===== config.mk =====
export PLATFORM = sky130hd
export DESIGN_NAME = c15xx_head_ctrl_flat
export DESIGN_NICKNAME = d
export VERILOG_FILES = /design/src/rtl/c15xx_head_ctrl_if.sv /design/src/rtl/c15xx_head_ctrl.sv /design/src/flat_wrapper.sv
export SDC_FILE = /design/constraint.sdc
export NUM_CORES = 1
export LEC_CHECK = 0
export CAP_MARGIN = 10
export CORE_UTILIZATION = 50
export DETAILED_ROUTE_END_ITERATION = 8
export PLACE_DENSITY_LB_ADDON = 0.25
export SLEW_MARGIN = 20
export SYNTH_ARGS = -nofsm -noshare
export SYNTH_HDL_FRONTEND = slang
export SYNTH_SLANG_ARGS = --single-unit

===== constraint.sdc =====
create_clock -name clk -period 2.58 [get_ports clk]
set_clock_uncertainty 0.2 [all_clocks]
set_input_delay 0.258 -clock clk [delete_from_list [all_inputs] [get_ports clk]]
set_output_delay 0.258 -clock clk [all_outputs]
set_load 0.005 [all_outputs]

===== src/rtl/c15xx_head_ctrl_if.sv =====
// c15xx_head_ctrl_if
// Save-request handshake between the head controller and the SD track loader.
// The head controller presents the oldest pending save on save_req/save_track/
// save_side. The loader answers with a one-ce save_ack pulse, which removes
// that entry from the queue.
//   save_req    controller -> loader  level, a save is pending
//   save_track  controller -> loader  track to write back
//   save_side   controller -> loader  head side to write back
//   save_ovf    controller -> loader  sticky, the queue overflowed
//   save_ack    loader -> controller  one-ce pulse, head entry consumed
interface c15xx_head_ctrl_if;
  logic       save_req;
  logic [5:0] save_track;
  logic       save_side;
  logic       save_ovf;
  logic       save_ack;

  modport master (
    output save_req,
    output save_track,
    output save_side,
    output save_ovf,
    input  save_ack
  );

  modport slave (
    input  save_req,
    input  save_track,
    input  save_side,
    input  save_ovf,
    output save_ack
  );
endinterface


===== src/rtl/c15xx_head_ctrl.sv =====
// c15xx_head_ctrl
// Head positioner and track-dirty manager for the c15xx drive cores.
// It decodes the stepper phases into a clamped half-track position and
// selects the head side. It generates write-protect/disk-change sense and
// track-00 sense. It also records buffer writes and queues save requests
// (two entries deep) for the SD track loader.
// Optional feature macro: HEAD_SETTLE_EN. When it is defined, each step
// starts a SETTLE_CYC head-settle window. During that window, buffer writes
// do not mark the track dirty.
// Ports:
//   clk, reset_n       core clock, synchronous active-low reset
//   ce                 clock enable for all non-reset state
//   disk_change        image-change level (rising edge is the event)
//   disk_readonly      readonly flag, latched on disk_change rise
//   mtr, stp           spindle motor and stepper phases
//   act                activity LED, falling edge triggers a save
//   side               requested head side (used when SIDES=2)
//   buff_we            track buffer write strobe
//   wps_n, tr00_sense_n write-protect and track-00 sense
//   half_track, track  current head position
//   head_side          active head side
//   settling           head settle in progress
//   save_bus           save handshake (master side)
module c15xx_head_ctrl #(
  parameter int MIN_HT    = 1,
  parameter int MAX_HT    = 80,
  parameter int RESET_HT  = 36,
  parameter int SIDES     = 1,
  parameter int WP_CYCLES = 7500000
`ifdef HEAD_SETTLE_EN
  ,
  parameter int SETTLE_CYC = 4800
`endif
) (
  input  logic       clk,
  input  logic       reset_n,
  input  logic       ce,
  input  logic       disk_change,
  input  logic       disk_readonly,
  input  logic       mtr,
  input  logic       act,
  input  logic [1:0] stp,
  input  logic       side,
  input  logic       buff_we,
  output logic       wps_n,
  output logic       tr00_sense_n,
  output logic [6:0] half_track,
  output logic [5:0] track,
  output logic       head_side,
  output logic       settling,
  c15xx_head_ctrl_if.master save_bus
);

  localparam int CH_W = (WP_CYCLES > 1) ? $clog2(WP_CYCLES + 1) : 1;

  typedef struct packed {
    logic [5:0] trk;
    logic       sd;
  } entry_t;

  logic [1:0]      stp_r;
  logic            act_r;
  logic            dc_r;
  logic            readonly;
  logic [CH_W-1:0] ch_cnt;
  logic            dirty;
  entry_t          q0;
  entry_t          q1;
  logic [1:0]      q_cnt;
  logic            ovf;

  logic   fwd;
  logic   rev;
  logic   step;
  logic   side_next;
  logic   side_chg;
  logic   act_fall;
  logic   dc_rise;
  logic   leave;
  logic   enq;
  logic   pop;
  logic   we_eff;
  entry_t new_entry;

  // The phase sequence 0,2,1,3 moves the head inward. Walking it backwards
  // moves the head outward. A jump of two phases cannot be resolved, so it
  // is ignored.
  always_comb begin
    fwd = 1'b0;
    rev = 1'b0;
    case ({stp_r, stp})
      4'b00_10, 4'b10_01, 4'b01_11, 4'b11_00: fwd = 1'b1;
      4'b00_11, 4'b10_00, 4'b01_10, 4'b11_01: rev = 1'b1;
      default: ;
    endcase
  end

  // A step counts as a track leave even when the head is clamped at the end
  // stop. The image logic cannot tell the difference.
  assign step      = ce & mtr & (fwd | rev);
  assign side_next = (SIDES > 1) ? side : 1'b0;
  assign side_chg  = ce & (side_next != head_side);
  assign act_fall  = ce & act_r & ~act;
  assign dc_rise   = ce & disk_change & ~dc_r;
  assign leave     = step | side_chg | act_fall;
  assign enq       = leave & dirty;
  assign pop       = ce & save_bus.save_ack & (q_cnt != 2'd0);
  assign we_eff    = buff_we & ~settling;
  assign new_entry = '{trk: half_track[6:1], sd: head_side};

  // Head position, side selection and edge-detect history.
  always_ff @(posedge clk) begin
    if (!reset_n) begin
      half_track <= 7'(RESET_HT);
      head_side  <= 1'b0;
      stp_r      <= 2'd0;
      act_r      <= 1'b0;
      dc_r       <= 1'b0;
    end else if (ce) begin
      stp_r     <= stp;
      act_r     <= act;
      dc_r      <= disk_change;
      head_side <= side_next;
      if (step && fwd && half_track < 7'(MAX_HT))
        half_track <= half_track + 7'd1;
      else if (step && rev && half_track > 7'(MIN_HT))
        half_track <= half_track - 7'd1;
    end
  end

  // Disk change: latch the readonly flag and start the window in which the
  // write-protect sense is inverted. The DOS watches for this toggle to
  // detect a disk swap.
  always_ff @(posedge clk) begin
    if (!reset_n) begin
      readonly <= 1'b0;
      ch_cnt   <= '0;
    end else if (ce) begin
      if (dc_rise) begin
        readonly <= disk_readonly;
        ch_cnt   <= CH_W'(WP_CYCLES);
      end else if (ch_cnt != '0) begin
        ch_cnt <= ch_cnt - 1'b1;
      end
    end
  end

  // Dirty flag. A disk change discards pending modifications, and that clear
  // wins over a write in the same ce. On a track leave, the flag moves into
  // the queue. A write in that same ce then belongs to the new track.
  always_ff @(posedge clk) begin
    if (!reset_n)
      dirty <= 1'b0;
    else if (ce) begin
      if (dc_rise)
        dirty <= 1'b0;
      else if (leave)
        dirty <= we_eff;
      else if (we_eff)
        dirty <= 1'b1;
    end
  end

  // Two-entry save queue, with q0 as the head. When the queue is full, a new
  // entry replaces the newest one. The head entry is kept because the loader
  // may already be working on it.
  always_ff @(posedge clk) begin
    if (!reset_n) begin
      q0    <= '0;
      q1    <= '0;
      q_cnt <= 2'd0;
      ovf   <= 1'b0;
    end else if (ce) begin
      if (enq && pop) begin
        if (q_cnt == 2'd1) begin
          q0 <= new_entry;
        end else begin
          q0 <= q1;
          q1 <= new_entry;
        end
      end else if (enq) begin
        case (q_cnt)
          2'd0: begin
            q0    <= new_entry;
            q_cnt <= 2'd1;
          end
          2'd1: begin
            q1    <= new_entry;
            q_cnt <= 2'd2;
          end
          default: begin
            q1  <= new_entry;
            ovf <= 1'b1;
          end
        endcase
      end else if (pop) begin
        q0    <= q1;
        q_cnt <= q_cnt - 2'd1;
      end
    end
  end

`ifdef HEAD_SETTLE_EN
  localparam int ST_W = (SETTLE_CYC > 1) ? $clog2(SETTLE_CYC + 1) : 1;
  logic [ST_W-1:0] st_cnt;

  // Settle window after each step. Writes made while the head is still
  // moving would land on the wrong track, so they are not counted as dirty.
  always_ff @(posedge clk) begin
    if (!reset_n)
      st_cnt <= '0;
    else if (ce) begin
      if (step)
        st_cnt <= ST_W'(SETTLE_CYC);
      else if (st_cnt != '0)
        st_cnt <= st_cnt - 1'b1;
    end
  end

  assign settling = (st_cnt != '0);
`else
  assign settling = 1'b0;
`endif

  assign track                = half_track[6:1];
  assign tr00_sense_n         = (track != 6'd0);
  assign wps_n                = ~readonly ^ (ch_cnt != '0);
  assign save_bus.save_req    = (q_cnt != 2'd0);
  assign save_bus.save_track  = q0.trk;
  assign save_bus.save_side   = q0.sd;
  assign save_bus.save_ovf    = ovf;

endmodule

===== src/flat_wrapper.sv =====
// flat-port wrapper written by rule: the top's interface ports become plain ports
module c15xx_head_ctrl_flat 
#(
  parameter int MIN_HT    = 1,
  parameter int MAX_HT    = 80,
  parameter int RESET_HT  = 36,
  parameter int SIDES     = 1,
  parameter int WP_CYCLES = 7500000

)
  (clk, reset_n, ce, disk_change, disk_readonly, mtr, act, stp, side, buff_we, wps_n, tr00_sense_n, half_track, track, head_side, settling, save_bus_save_req, save_bus_save_track, save_bus_save_side, save_bus_save_ovf, save_bus_save_ack);
  c15xx_head_ctrl_if save_bus_i ();
  input  logic clk;
  input  logic reset_n;
  input  logic ce;
  input  logic disk_change;
  input  logic disk_readonly;
  input  logic mtr;
  input  logic act;
  input  logic [1:0] stp;
  input  logic side;
  input  logic buff_we;
  output logic wps_n;
  output logic tr00_sense_n;
  output logic [6:0] half_track;
  output logic [5:0] track;
  output logic head_side;
  output logic settling;
  output wire logic [$bits(save_bus_i.save_req)-1:0] save_bus_save_req;
  output wire logic [$bits(save_bus_i.save_track)-1:0] save_bus_save_track;
  output wire logic [$bits(save_bus_i.save_side)-1:0] save_bus_save_side;
  output wire logic [$bits(save_bus_i.save_ovf)-1:0] save_bus_save_ovf;
  input wire logic [$bits(save_bus_i.save_ack)-1:0] save_bus_save_ack;
  assign save_bus_save_req = save_bus_i.save_req;
  assign save_bus_save_track = save_bus_i.save_track;
  assign save_bus_save_side = save_bus_i.save_side;
  assign save_bus_save_ovf = save_bus_i.save_ovf;
  assign save_bus_i.save_ack = save_bus_save_ack;
  c15xx_head_ctrl #(.MIN_HT(MIN_HT), .MAX_HT(MAX_HT), .RESET_HT(RESET_HT), .SIDES(SIDES), .WP_CYCLES(WP_CYCLES)) u_core (.clk(clk), .reset_n(reset_n), .ce(ce), .disk_change(disk_change), .disk_readonly(disk_readonly), .mtr(mtr), .act(act), .stp(stp), .side(side), .buff_we(buff_we), .wps_n(wps_n), .tr00_sense_n(tr00_sense_n), .half_track(half_track), .track(track), .head_side(head_side), .settling(settling), .save_bus(save_bus_i));
endmodule

==> results.sh <==
export IMPL_critPathTopFamily="simple AND/OR/NAND/NOR gates"
export IMPL_cp_num_buf_inv=2
export IMPL_firstDrtPassIters=4
export IMPL_cp_depth=7
export IMPL_grt_pass1_wl_um=11900
export IMPL_totalWireLength_um=6970
export IMPL_fill_cells=478
export IMPL_startpoint="u_core.ch_cnt[1]$_SDFFE_PN0P_"
export IMPL_final_hold_viol_count=0
export IMPL_layout_nets=412
export IMPL_drt_initial_drc_count=278
export IMPL_dp_hpwl_um=4960
export IMPL_die_y_um=77.8
export IMPL_crit_path_max_incr_delay_ns=0.41
export IMPL_stdcell_area_mm2=0.00358
export IMPL_ant_nets=0
export IMPL_cts_tree="yes"
export IMPL_yosys_area_top_type_share_pct=35.5
export IMPL_ys_types=59
export IMPL_most_common_layout_cells="dfxtp_1, nor2_1, buf_4"
export IMPL_syn_cell_area_mm2=0.00287
export IMPL_drv_cap=0
export IMPL_row_count=27
export IMPL_cts_htree_levels=2
export IMPL_crit_chain="inv_2, ha_4, or3b_4, nor4_4, nand2_1, xnor2_2, clkdlybuf4s15_1"
export IMPL_grt_max_degree=17
export IMPL_ys_ff_latch=51
export IMPL_crit_fanout=3
export IMPL_arrival_ns=2.06
export IMPL_hold_class="flip-flop to flip-flop"
export IMPL_port_buffers=33
export IMPL_endpoint="wps_n"
export IMPL_async_reset_ff_share_pct=0
export IMPL_fin_crit_ns=2.52
export IMPL_maxSlewHeadroom_pct=64.6
export IMPL_gp_congestion=0.923
export IMPL_yosys_area_top_type="dfxtp_1"
export IMPL_fp_dieW_um=77.8
export IMPL_place_ws_ns=0.0306
export IMPL_antenna_found_initial=0
export IMPL_critPathSlowestCell="or3b_4"
export IMPL_path_class="flip-flop to output port"
export IMPL_cts_buffers=5
export IMPL_start_util_pct=52.2
export IMPL_yosys_warnings=0
export IMPL_dieArea_mm2=0.00605
export IMPL_n_antenna_cell=0
export IMPL_area_growth_pct=24.5
export IMPL_synth_edf_count=0
export IMPL_setup_viol=0
export IMPL_routed_via_count=2710
export IMPL_fin_ws_ns=0.0586
export IMPL_synth_ff_type="dfxtp_1"
export IMPL_p_per_area_mw_per_mm2=618
export IMPL_grt_remaining_overflow=0
export IMPL_wl_per_cell_um=14.9
export IMPL_root_buffer="clkbuf_8"
export IMPL_start_kind="flip-flop"
export IMPL_syn_inst=341
export IMPL_core_area_mm2=0.00551
export IMPL_clock_sinks=51
export IMPL_rr_startpoint="u_core.ch_cnt[1]$_SDFFE_PN0P_"
export IMPL_worst_slew_pin_transition_ns=0.517
export IMPL_leakage_uw=0.00146
export IMPL_end_kind="output port"
export IMPL_fmaxAchievable_ghz=0.397
export IMPL_ff_latch_area_mm2=0.00102
export IMPL_grt_total_usage_pct=24.5
export IMPL_reg2reg_setup_slack_ns=0.11
export IMPL_r2r_end="u_core.ch_cnt[11]$_SDFFE_PN0P_"
export IMPL_synth_avg_cell_area_um2=8.42
export IMPL_final_common_cell="dfxtp_1"
export IMPL_synth_area_leaders="dfxtp_1, mux2i_1, nor2_1"
export IMPL_outcome="completed"
export IMPL_yosysSeqAreaShare_pct=35.5
export IMPL_final_layout_size_suffix_gt1_share_pct=17.5
export IMPL_fin_crit_sh_pct=97.7
export IMPL_placed_area_mm2=0.00340
export IMPL_cts_buffer_depth=2
export IMPL_clk_latency_ns=0.30
export IMPL_reg2reg_depth=9
export IMPL_drc=0
export IMPL_cp_required_ns=2.12
export IMPL_clk_pin_slew_worst_paths_ns=0.09
export IMPL_grt_pass1_vias=2519
export IMPL_multiInputGateArea_mm2=0.00169
export IMPL_io_pins=38
export IMPL_via_per_inst=5.80
export IMPL_fin_setup_tns_ns=0
export IMPL_vdd_drop_max_mv=0.352
export IMPL_drv_slew=0
[area by class of cell]
cell class / count / share of cell area [%]
tap: 72 / 2.52
timing repair buffer: 67 / 16.4
inverter: 15 / 1.57
clock inverter: 2 / 1.68
multi-input combinational: 254 / 47.2
clock buffer: 6 / 2.03
sequential: 51 / 28.6
[Yosys cell counts, types with 3 or more instances]
| cell | instances |
|---|---|
| xnor2_1 | 7 |
| nand2_1 | 19 |
| nor3_1 | 17 |
| or3_1 | 6 |
| dfxtp_1 | 51 |
| nor4_1 | 6 |
| buf_4 | 9 |
| o21a_1 | 4 |
| ha_1 | 6 |
| nand3_1 | 13 |
| o31ai_1 | 6 |
| a21oi_1 | 19 |
| a22oi_1 | 3 |
| nor2b_1 | 3 |
| a211oi_1 | 3 |
| a31oi_1 | 8 |
| or4_2 | 4 |
| nor2_1 | 35 |
| mux2i_1 | 21 |
| nand2b_1 | 5 |
| nand4_1 | 3 |
| or2_2 | 3 |
| and3_1 | 3 |
| inv_1 | 14 |
| clkbuf_1 | 10 |
| o21ai_0 | 17 |
[per-layer routing]
layer	part of all wire, %	GRT usage [%]	vias up
met5	0	0	-
met4	1.1	6.98	0
met3	5.1	3.88	10
met2	48	40.5	78
met1	46	32.8	1275
li1	-	-	1347
[power breakdown]
part	switching, µW	internal, µW	leakage [µW]
Sequential	55.9	846	0.000417
Clock	264	388	0.0000654
Combinational	345	312	0.000979
[tightest hold or removal path, cell delays in order, from the launching register on]
cell,delay [ns]
dfxtp_1,0.34
nand2_1,0.06
a21oi_1,0.05
[cell families (layout without fill, tap and decap cells)]
logic type / count (synthesis) / after routing / synth area share (%)
and+or+nand+nor: 134 / 134 / 25.8
AOI/OAI and AO/OA: 79 / 79 / 18.1
DFF: 51 / 51 / 35.5
buffers and inverters: 38 / 90 / 6.97
muxes: 23 / 23 / 8.10
xor gates and xnor gates: 9 / 9 / 2.74
adders and majority gates: 6 / 6 / 2.61
other: 1 / 3 / 0.131
[sequential cells by signal, indices dropped and copies added (netlist names)]
| signal | count |
|---|---|
| u_core.ch_cnt | 23 |
| u_core.dirty | 1 |
| u_core.half_track | 7 |
| u_core.q1 | 6 |
| u_core.save_bus.save_track | 6 |
| u_core.act_r | 1 |
| u_core.dc_r | 1 |
| u_core.save_bus.save_ovf | 1 |
| u_core.readonly | 1 |
| u_core.q_cnt | 2 |
| u_core.stp_r | 2 |
[worst min-delay path by stage]
stage	from	endpoint	slack (ns)	cells after the start
after floorplan	disk_readonly	u_core.readonly$_SDFFE_PN0P_	0.19	2
after global placement	u_core.readonly$_SDFFE_PN0P_	u_core.readonly$_SDFFE_PN0P_	0.26	2
after detailed placement	u_core.readonly$_SDFFE_PN0P_	u_core.readonly$_SDFFE_PN0P_	0.26	2
after CTS	u_core.readonly$_SDFFE_PN0P_	u_core.readonly$_SDFFE_PN0P_	0.29	2
after global routing	u_core.readonly$_SDFFE_PN0P_	u_core.readonly$_SDFFE_PN0P_	0.33	2
final	u_core.readonly$_SDFFE_PN0P_	u_core.readonly$_SDFFE_PN0P_	0.30	2
[per-stage QoR]
step | utilization [%] | cells | power (µW) | hold slack, ns
2_1_floorplan | - | 343 | 1310 | 0.194
3_3_place_gp | 61.7 | 457 | 1510 | 0.259
3_5_place_dp | 61.7 | 457 | 1530 | 0.260
4_1_cts | 64.3 | 465 | 2200 | 0.295
5_1_grt | 65.0 | 467 | 2320 | 0.333
6_report | 65.0 | 467 | 2210 | 0.297
[timing repair]
action | 4_1_cts | 5_1_grt
hold buffers | 0 | 0
buffers inserted | 0 | 2
endpoints found under the hold margin | 0 | 0
pin swaps | 4 | 3
resized for setup | 4 | 8
endpoints found under the setup margin | 1 | 4
Note: power is estimated with default switching activity, not from simulation.
